[config.mk]
export PLATFORM = sky130hd
export DESIGN_NAME = boid_frame_plotter
export DESIGN_NICKNAME = d
export VERILOG_FILES = /design/src/rtl/boid_frame_plotter_pkg.sv /design/src/rtl/boid_pixel_addr.sv /design/src/rtl/boid_frame_plotter.sv
export SDC_FILE = /design/constraint.sdc
export NUM_CORES = 1
export LEC_CHECK = 0
export ABC_AREA = 0
export BUFFER_PORTS_ARGS = -buffer_cell sky130_fd_sc_hd__buf_2
export CAP_MARGIN = 20
export CORE_MARGIN = 1
export CORE_UTILIZATION = 41
export DETAILED_ROUTE_END_ITERATION = 6
export SYNTH_ARGS = -nofsm -noshare
export SYNTH_HDL_FRONTEND = slang
export SYNTH_SLANG_ARGS = --single-unit
export TNS_END_PERCENT = 100
[constraint.sdc]
create_clock -name clock -period 9.68 [get_ports clock]
set_clock_uncertainty 0.15 [all_clocks]
set_input_delay 0.968 -clock clock [delete_from_list [all_inputs] [get_ports clock]]
set_output_delay 0.968 -clock clock [all_outputs]
set_load 0.05 [all_outputs]
[src/rtl/boid_frame_plotter_pkg.sv]
// Shared constants and FSM encoding for the boid display-RAM writer.
// The VGA controller and the top-level wrapper import the same values.
package boid_frame_plotter_pkg;

  localparam int DEF_VIDEO_WIDTH    = 640;
  localparam int DEF_VIDEO_HEIGHT   = 480;
  localparam int DEF_ADDR_WIDTH     = 19;
  localparam int DEF_MAX_BOIDS      = 4;
  localparam int DEF_BITS_FOR_BOIDS = 2;
  localparam int DEF_BOID_SIZE      = 2;

  // Width of the in-square pixel offsets; covers square edges up to 4.
  localparam int DELTA_W = 2;

  typedef enum logic [2:0] {
    ST_IDLE,
    ST_CLEAR,
    ST_SELECT,
    ST_LATCH,
    ST_PLOT,
    ST_DONE
  } plot_state_t;

endpackage

[src/rtl/boid_pixel_addr.sv]
// Combinational pixel address for one square pixel: (bx+dx, by+dy) -> linear
// display-RAM address plus an on-screen flag.
module boid_pixel_addr
  import boid_frame_plotter_pkg::*;
#(
  parameter int VIDEO_WIDTH  = DEF_VIDEO_WIDTH,
  parameter int VIDEO_HEIGHT = DEF_VIDEO_HEIGHT,
  parameter int ADDR_WIDTH   = DEF_ADDR_WIDTH
) (
  input  logic [9:0]            bx,
  input  logic [8:0]            by,
  input  logic [DELTA_W-1:0]    dx,
  input  logic [DELTA_W-1:0]    dy,
  output logic [ADDR_WIDTH-1:0] addr,
  output logic                  in_bounds
);

  logic [ADDR_WIDTH-1:0] px;
  logic [ADDR_WIDTH-1:0] py;

  always_comb begin
    // Widen before adding so a square hanging off the edge still compares as off-screen.
    px        = ADDR_WIDTH'(bx) + ADDR_WIDTH'(dx);
    py        = ADDR_WIDTH'(by) + ADDR_WIDTH'(dy);
    // py*640 as 512+128; tied to a 640-pixel line.
    addr      = (py << 9) + (py << 7) + px;
    in_bounds = (px < ADDR_WIDTH'(VIDEO_WIDTH)) && (py < ADDR_WIDTH'(VIDEO_HEIGHT));
  end

endmodule

[src/rtl/boid_frame_plotter.sv]
// Frame-end writer for the boid display RAM: clear, then scan every BPU slot
// and plot a BOID_SIZE x BOID_SIZE square at its position.
module boid_frame_plotter
  import boid_frame_plotter_pkg::*;
#(
  parameter int MAX_BOIDS      = DEF_MAX_BOIDS,
  parameter int BITS_FOR_BOIDS = DEF_BITS_FOR_BOIDS,
  parameter int VIDEO_WIDTH    = DEF_VIDEO_WIDTH,
  parameter int VIDEO_HEIGHT   = DEF_VIDEO_HEIGHT,
  parameter int ADDR_WIDTH     = DEF_ADDR_WIDTH,
  parameter int BOID_SIZE      = DEF_BOID_SIZE
) (
  input  logic                      clock,
  input  logic                      reset_n,
  input  logic                      screen_end,
  output logic [BITS_FOR_BOIDS-1:0] boid_sel,
  input  logic [9:0]                x_in,
  input  logic [8:0]                y_in,
  output logic                      mem_clear,
  output logic                      mem_we,
  output logic [ADDR_WIDTH-1:0]     mem_addr,
  output logic                      busy,
  output logic                      frame_done
);

  localparam logic [DELTA_W-1:0]        D_LAST   = DELTA_W'(BOID_SIZE - 1);
  localparam logic [BITS_FOR_BOIDS-1:0] IDX_LAST = BITS_FOR_BOIDS'(MAX_BOIDS - 1);

  plot_state_t               state, state_nxt;
  logic [BITS_FOR_BOIDS-1:0] idx, idx_nxt;
  logic [9:0]                bx, bx_nxt;
  logic [8:0]                by, by_nxt;
  logic [DELTA_W-1:0]        dx, dx_nxt, dy, dy_nxt;
  logic                      pending, pending_nxt;

  logic [BITS_FOR_BOIDS-1:0] boid_sel_nxt;
  logic                      mem_clear_nxt, mem_we_nxt, busy_nxt, frame_done_nxt;
  logic [ADDR_WIDTH-1:0]     mem_addr_nxt;

  logic [ADDR_WIDTH-1:0]     pix_addr;
  logic                      pix_in_bounds;

  // Evaluated on the upcoming pixel so mem_addr/mem_we can be registered
  // and still line up with the PLOT cycle they belong to.
  boid_pixel_addr #(
    .VIDEO_WIDTH (VIDEO_WIDTH),
    .VIDEO_HEIGHT(VIDEO_HEIGHT),
    .ADDR_WIDTH  (ADDR_WIDTH)
  ) u_pixel_addr (
    .bx       (bx_nxt),
    .by       (by_nxt),
    .dx       (dx_nxt),
    .dy       (dy_nxt),
    .addr     (pix_addr),
    .in_bounds(pix_in_bounds)
  );

  always_comb begin
    // NOTE: every target gets a default first, so no path through the case can infer a latch.
    state_nxt   = state;
    idx_nxt     = idx;
    bx_nxt      = bx;
    by_nxt      = by;
    dx_nxt      = dx;
    dy_nxt      = dy;
    pending_nxt = pending;

    // One frame request can queue behind the running frame; extra pulses merge into it.
    if (screen_end && (state != ST_IDLE)) pending_nxt = 1'b1;

    case (state)
      ST_IDLE:   if (screen_end) state_nxt = ST_CLEAR;
      ST_CLEAR: begin
        idx_nxt   = '0;
        state_nxt = ST_SELECT;
      end
      ST_SELECT: state_nxt = ST_LATCH;
      ST_LATCH: begin
        bx_nxt    = x_in;
        by_nxt    = y_in;
        dx_nxt    = '0;
        dy_nxt    = '0;
        state_nxt = ST_PLOT;
      end
      ST_PLOT: begin
        if (dx == D_LAST) begin
          dx_nxt = '0;
          if (dy == D_LAST) begin
            if (idx == IDX_LAST) begin
              state_nxt = ST_DONE;
            end else begin
              idx_nxt   = idx + 1'b1;
              state_nxt = ST_SELECT;
            end
          end else begin
            dy_nxt = dy + 1'b1;
          end
        end else begin
          dx_nxt = dx + 1'b1;
        end
      end
      ST_DONE: begin
        pending_nxt = 1'b0;
        state_nxt   = (pending || screen_end) ? ST_CLEAR : ST_IDLE;
      end
      default:   state_nxt = ST_IDLE;
    endcase

    mem_clear_nxt  = (state_nxt == ST_CLEAR);
    frame_done_nxt = (state_nxt == ST_DONE);
    busy_nxt       = (state_nxt != ST_IDLE);
    boid_sel_nxt   = (state_nxt == ST_SELECT) ? idx_nxt : boid_sel;
    mem_we_nxt     = (state_nxt == ST_PLOT) && pix_in_bounds;
    mem_addr_nxt   = (state_nxt == ST_PLOT) ? pix_addr : mem_addr;
  end

  always_ff @(posedge clock or negedge reset_n) begin
    if (!reset_n) begin
      state      <= ST_IDLE;
      idx        <= '0;
      bx         <= '0;
      by         <= '0;
      dx         <= '0;
      dy         <= '0;
      pending    <= 1'b0;
      boid_sel   <= '0;
      mem_clear  <= 1'b0;
      mem_we     <= 1'b0;
      mem_addr   <= '0;
      busy       <= 1'b0;
      frame_done <= 1'b0;
    end else begin
      // NOTE: non-blocking here so every register samples pre-edge values regardless of order.
      state      <= state_nxt;
      idx        <= idx_nxt;
      bx         <= bx_nxt;
      by         <= by_nxt;
      dx         <= dx_nxt;
      dy         <= dy_nxt;
      pending    <= pending_nxt;
      boid_sel   <= boid_sel_nxt;
      mem_clear  <= mem_clear_nxt;
      mem_we     <= mem_we_nxt;
      mem_addr   <= mem_addr_nxt;
      busy       <= busy_nxt;
      frame_done <= frame_done_nxt;
    end
  end

endmodule

; After elaboration in Yosys (flattened, before gate mapping)
; Index checks and enable logic that the tools add are counted.
[op_classes]
n_addsub = 7
order_cmp = 2
n_eq_ne = 12
n_mux = 19
n_reduce_logical = 8
[op_table]
columns = cell, n
row1 = adder 19 bit, 2
row2 = < comparator 19 x 10 -> 1 bit (second input constant), 1
row3 = < comparator 19 x 9 -> 1 bit (second input constant), 1
row4 = case mux 3 bit (6 select lines), 1
row5 = == test 3 bit (second input constant), 4
row6 = two-way mux 2 bit, 6
row7 = two-way mux 3 bit, 4
row8 = case mux 2 bit (2 select lines), 3
row9 = adder 10 x 2 -> 11 bit, 1
row10 = adder 9 x 2 -> 10 bit, 1
row11 = two-way mux 10 bit, 1
row12 = == test 3 x 2 -> 1 bit (second input constant), 3
row13 = two-way mux 9 bit, 1
row14 = adder 2 x 1 -> 2 bit (second input constant), 3
row15 = == test 3 x 1 -> 1 bit (second input constant), 2
row16 = nonzero test 3 bit, 2
row17 = == test 2 x 1 -> 1 bit (second input constant), 2
row18 = logical AND 1 bit, 3
row19 = zero test 3 bit, 1
row20 = two-way mux 1 bit, 3
row21 = == test 2 bit (second input constant), 1
row22 = nonzero test 2 bit, 1
row23 = logical OR 1 bit, 1
[totals]
regBits = 54
inputBits = 22
word_cells = 61

; Longest topological paths before layout
[logic_depth]
word_depth = 8
depth_mapped = 23
mapped_depth_nobuf = 20

; Modules after synthesis
; Synthesis repeated with hierarchy kept, for this count alone.
[unflattened]
cells_unflattened = 283
area_unflattened_um2 = 3258.1
[modules_own_cells]
columns = module, n_inst, cells_per_inst, area_per_inst_um2, seq_area_each_um2
row1 = boid_frame_plotter, 1, 152, 2178.3, 1351.3
row2 = boid_pixel_addr, 1, 131, 1079.8, 0.0

; Worst setup path before layout
; Ideal clock, no wire load.
[synth_path]
path_kind = flip-flop to flip-flop
startpoint = register state[1]
endpoint = register mem_addr[15]
setup_time_ns = 0.082
arrival_ns = 4.401
t_required_ns = 9.448
path_slack_ns = 5.047
path_stages_with_launch = 20
path_buffers = 4
synth_period_minus_slack_ns = 4.633
path_cell_list = dfrtp_1 buf_6 nand3b_1 buf_4 buf_2 buf_1 o221a_2 ha_1 inv_1 fa_1 xor2_1 inv_1 fa_1 inv_1 ha_1 a21o_1 a21oi_1 o211a_1 or4_1 a31oi_1
[synth_via]
elab_chain_cells = 5
[synth_rtl]
columns = item, line_no
row1 = from (decl), boid_frame_plotter.sv:29  ; plot_state_t state, state_nxt;
row2 = from (signal assigned), boid_frame_plotter.sv:134  ; state <= state_nxt;
row3 = == test 3 bit or == test 3 x 2 -> 1 bit (tied branches), boid_frame_plotter.sv:71  ; case (state)
row4 = case mux 2 bit (2 select lines) (*), boid_frame_plotter.sv:71
row5 = net dy_nxt[0], boid_frame_plotter.sv:33  ; logic [DELTA_W-1:0] dx, dx_nxt, dy, dy_nxt;
row6 = adder 9 x 2 -> 10 bit (*), boid_pixel_addr.sv:24  ; py = ADDR_WIDTH'(by) + ADDR_WIDTH'(dy);
row7 = adder 19 bit (*) (2 in series), boid_pixel_addr.sv:26  ; addr = (py << 9) + (py << 7) + px;
row8 = to (signal assigned), boid_frame_plotter.sv:144  ; mem_addr <= mem_addr_nxt;
row9 = to (decl), boid_frame_plotter.sv:21  ; output logic [ADDR_WIDTH-1:0] mem_addr,
; Mark *: on every way through the listed nets, which the timed path passes. The rest lies on a longest branch.
; A chain may end at the register's enable or synchronous reset.

; Worst setup path after layout
[layout_path]
startpoint = register state[2]
endpoint = register mem_addr[15]
; Same word-level chain as after synthesis.

==> results.ini <==
[outcome]
run_status=finished clean

[floorplan]
die_w_um=93.1
dieArea_um2=8670
die_h_um=93.1
floorplan.initialDensity=0.431
fp-row-count=32
core_um2=7890
ioPinCount=47

[logic_synthesis]
ys.flop_type=dfrtp_1
synth-edff-count=0
synth_top_area_cell=dfrtp_1
syn_inst=369
synthDominantCellAreaShare=0.397
synth.avg_cell_area_um2=9.22
synthArstFlopShare=1.00
syn_area_um2=3400
synth-seq-cells=54
ys_seq_area_frac=0.397
synth_area_leaders=dfrtp_1, ha_1, nand2_1
ys_warn_count=0
synth_cell_type_count=57
syn_nets=418

[sta]
setup_tns_ps=0
slew_headroom=0.521
fmax_mhz=211
final_max_slew_viol_count=0
worst_pin_slew_ps=718
hold_viol=0
fin_crit_sh=0.490
rsz0062_at_grt=false
finalCriticalPeriod_ps=4750
finalSetupViolCount=0

[global_routing]
grt_use_total=0.186
grt_pass1_vias=2738
antenna_found_initial=0
grt_max_degree=55
grt_pass1_wl_um=12600
grt-ovfl-total=0

[min_path]
worstHoldEndpoint=mem_addr[1]
hold_path_depth=2
min_from=mem_addr[1]
hold_class=reg -> reg

[cells_and_area]
fin_area_um2=3810
n_antenna_cell=0
multi_input_area_um2=1890
final_cell_mix=nand2_1, dfrtp_1, buf_2, nor2_1
drive_above_1_share=0.178
area_delta_synth_final_pct=12.1
register_area_um2=1350
finish.utilization=0.484
fillers=775
final_common_cell=nand2_1
fin_nets=463

[routing]
viasPerCell=5.23
drc=0
drt_iter0_markers=93
postRouteAntennaNets=0
dr_wl_met3_um=332
wl_met1_um=3440
wl_met2_um=3420
dr.pass1.iters=4
wl_um=7260
wl_per_cell_um=14.0
top_layer=met4
vias=2705

[setup_path]
critPathCaptureType=register
crit_slowest_cell=fa_1
slowest_delay_ps=610
critical_path_class=reg -> reg
reg2reg_to=mem_addr[15]
crit_path_frequent_cell=inv_1
crit_chain=nor3b_1, nand2_1, nor2_1, o221a_2, ha_1, inv_1, fa_1, xor2_1, inv_1, fa_1, inv_1, ha_1, a21o_1, a21oi_1, o211a_1, or4_1, a31oi_1
cp.arrival_ps=4840
cp-start-kind=register
reg2reg_slack_ps=4930
crit_required_ps=9770
r2r-start=state[2]
r2r_cells=17
cp_max_fo=12

[placement]
gp_congestion=0.828
post-dp-hpwl_um=5410
dpl-instance-area_um2=3720
portBuffers=46

[clock_tree]
post_cts_resized=0
cts_hold_buffers=0
cts_root_buffer=clkbuf_8
cts_setup_buffers=0
cts_buffers=5
cts.sinks=54
cts_tree=built
cts_max_level=2
cts.path.max_buffers=2
clock_latency_ps=310
clkSlewWorstSetupHoldPaths_ps=100

[run]
cap_violations=0

[flip-flops by register name, indices dropped and copies added, names as in the netlist]
signal / cells
dx: 2
frame_done: 1
mem_addr: 19
by: 9
mem_clear: 1
busy: 1
state: 3
boid_sel: 2
mem_we: 1
bx: 10
dy: 2
idx: 2
pending: 1
[routing by layer]
metal	global-route usage	vias to the layer above
li1	-	1377
met1	0.244	1264
met2	0.314	59
met3	0.0341	5
met4	0.0487	0
met5	0	-
[cells in the mapped netlist, types with 3 or more instances]
cell type,n
nand2_1,60
dfrtp_1,54
nor2_1,29
ha_1,22
inv_1,22
a21oi_1,19
xnor2_1,15
nand3_1,14
nor3_1,13
o21ai_0,11
mux2i_1,9
a21o_1,6
and3_1,6
xor2_1,6
buf_2,5
fa_1,5
mux2_2,5
nand2b_1,4
nand4_1,4
a211oi_1,3
clkbuf_1,3
nor4_1,3
[stage by stage]
stage | setup slack (ps) | instances | hold WS, ps
floorplan | 5050 | 369 | 294
finish | 4930 | 517 | 321
detailed placement | 4940 | 509 | 310
global placement | 5070 | 509 | 296
CTS | 4910 | 517 | 333
global route | 4550 | 517 | 356
[final cells by class]
| class | count | share of cell area |
|---|---|---|
| well taps | 102 | 0.0335 |
| flip-flops and latches | 54 | 0.354 |
| repair buffers | 51 | 0.0702 |
| inverters | 22 | 0.0216 |
| clock inverters | 1 | 0.00131 |
| multi-input cells | 280 | 0.497 |
| clock buffers | 7 | 0.0226 |
[how the worst max path moves through the flow]
stage	from	end	cells past startpoint
CTS	state[2]	mem_addr[15]	17
detailed placement	state[2]	mem_addr[15]	17
finish	state[2]	mem_addr[15]	17
global placement	state[2]	mem_addr[18]	20
floorplan	state[1]	mem_addr[15]	19
global route	state[2]	mem_addr[15]	17
[worst max-delay path: cells and delay by family (launching register included)]
| family | cells | cell delay [ps] |
|---|---|---|
| adders and majority gates | 4 | 1530 |
| and+or+nand+nor | 4 | 1150 |
| AOI/OAI and AO/OA | 5 | 850 |
| DFF | 1 | 540 |
| xor gates and xnor gates | 1 | 230 |
| buffers and inverters | 3 | 220 |
[cells by family (layout without fill, tap and decap cells)]
group | after synthesis | count (layout) | synth area share
AO/OA/AOI/OAI | 62 | 62 | 0.123
AND/OR/NAND/NOR | 154 | 154 | 0.218
XOR/XNOR | 21 | 21 | 0.0541
multiplexers | 16 | 16 | 0.0519
flip-flops | 54 | 54 | 0.397
adder cells (fa/ha/maj) | 27 | 27 | 0.110
buffers and inverters | 35 | 81 | 0.0460
Power is not shown: default switching activity piles up to over one toggle a cycle in this logic, so the estimate is an artifact.
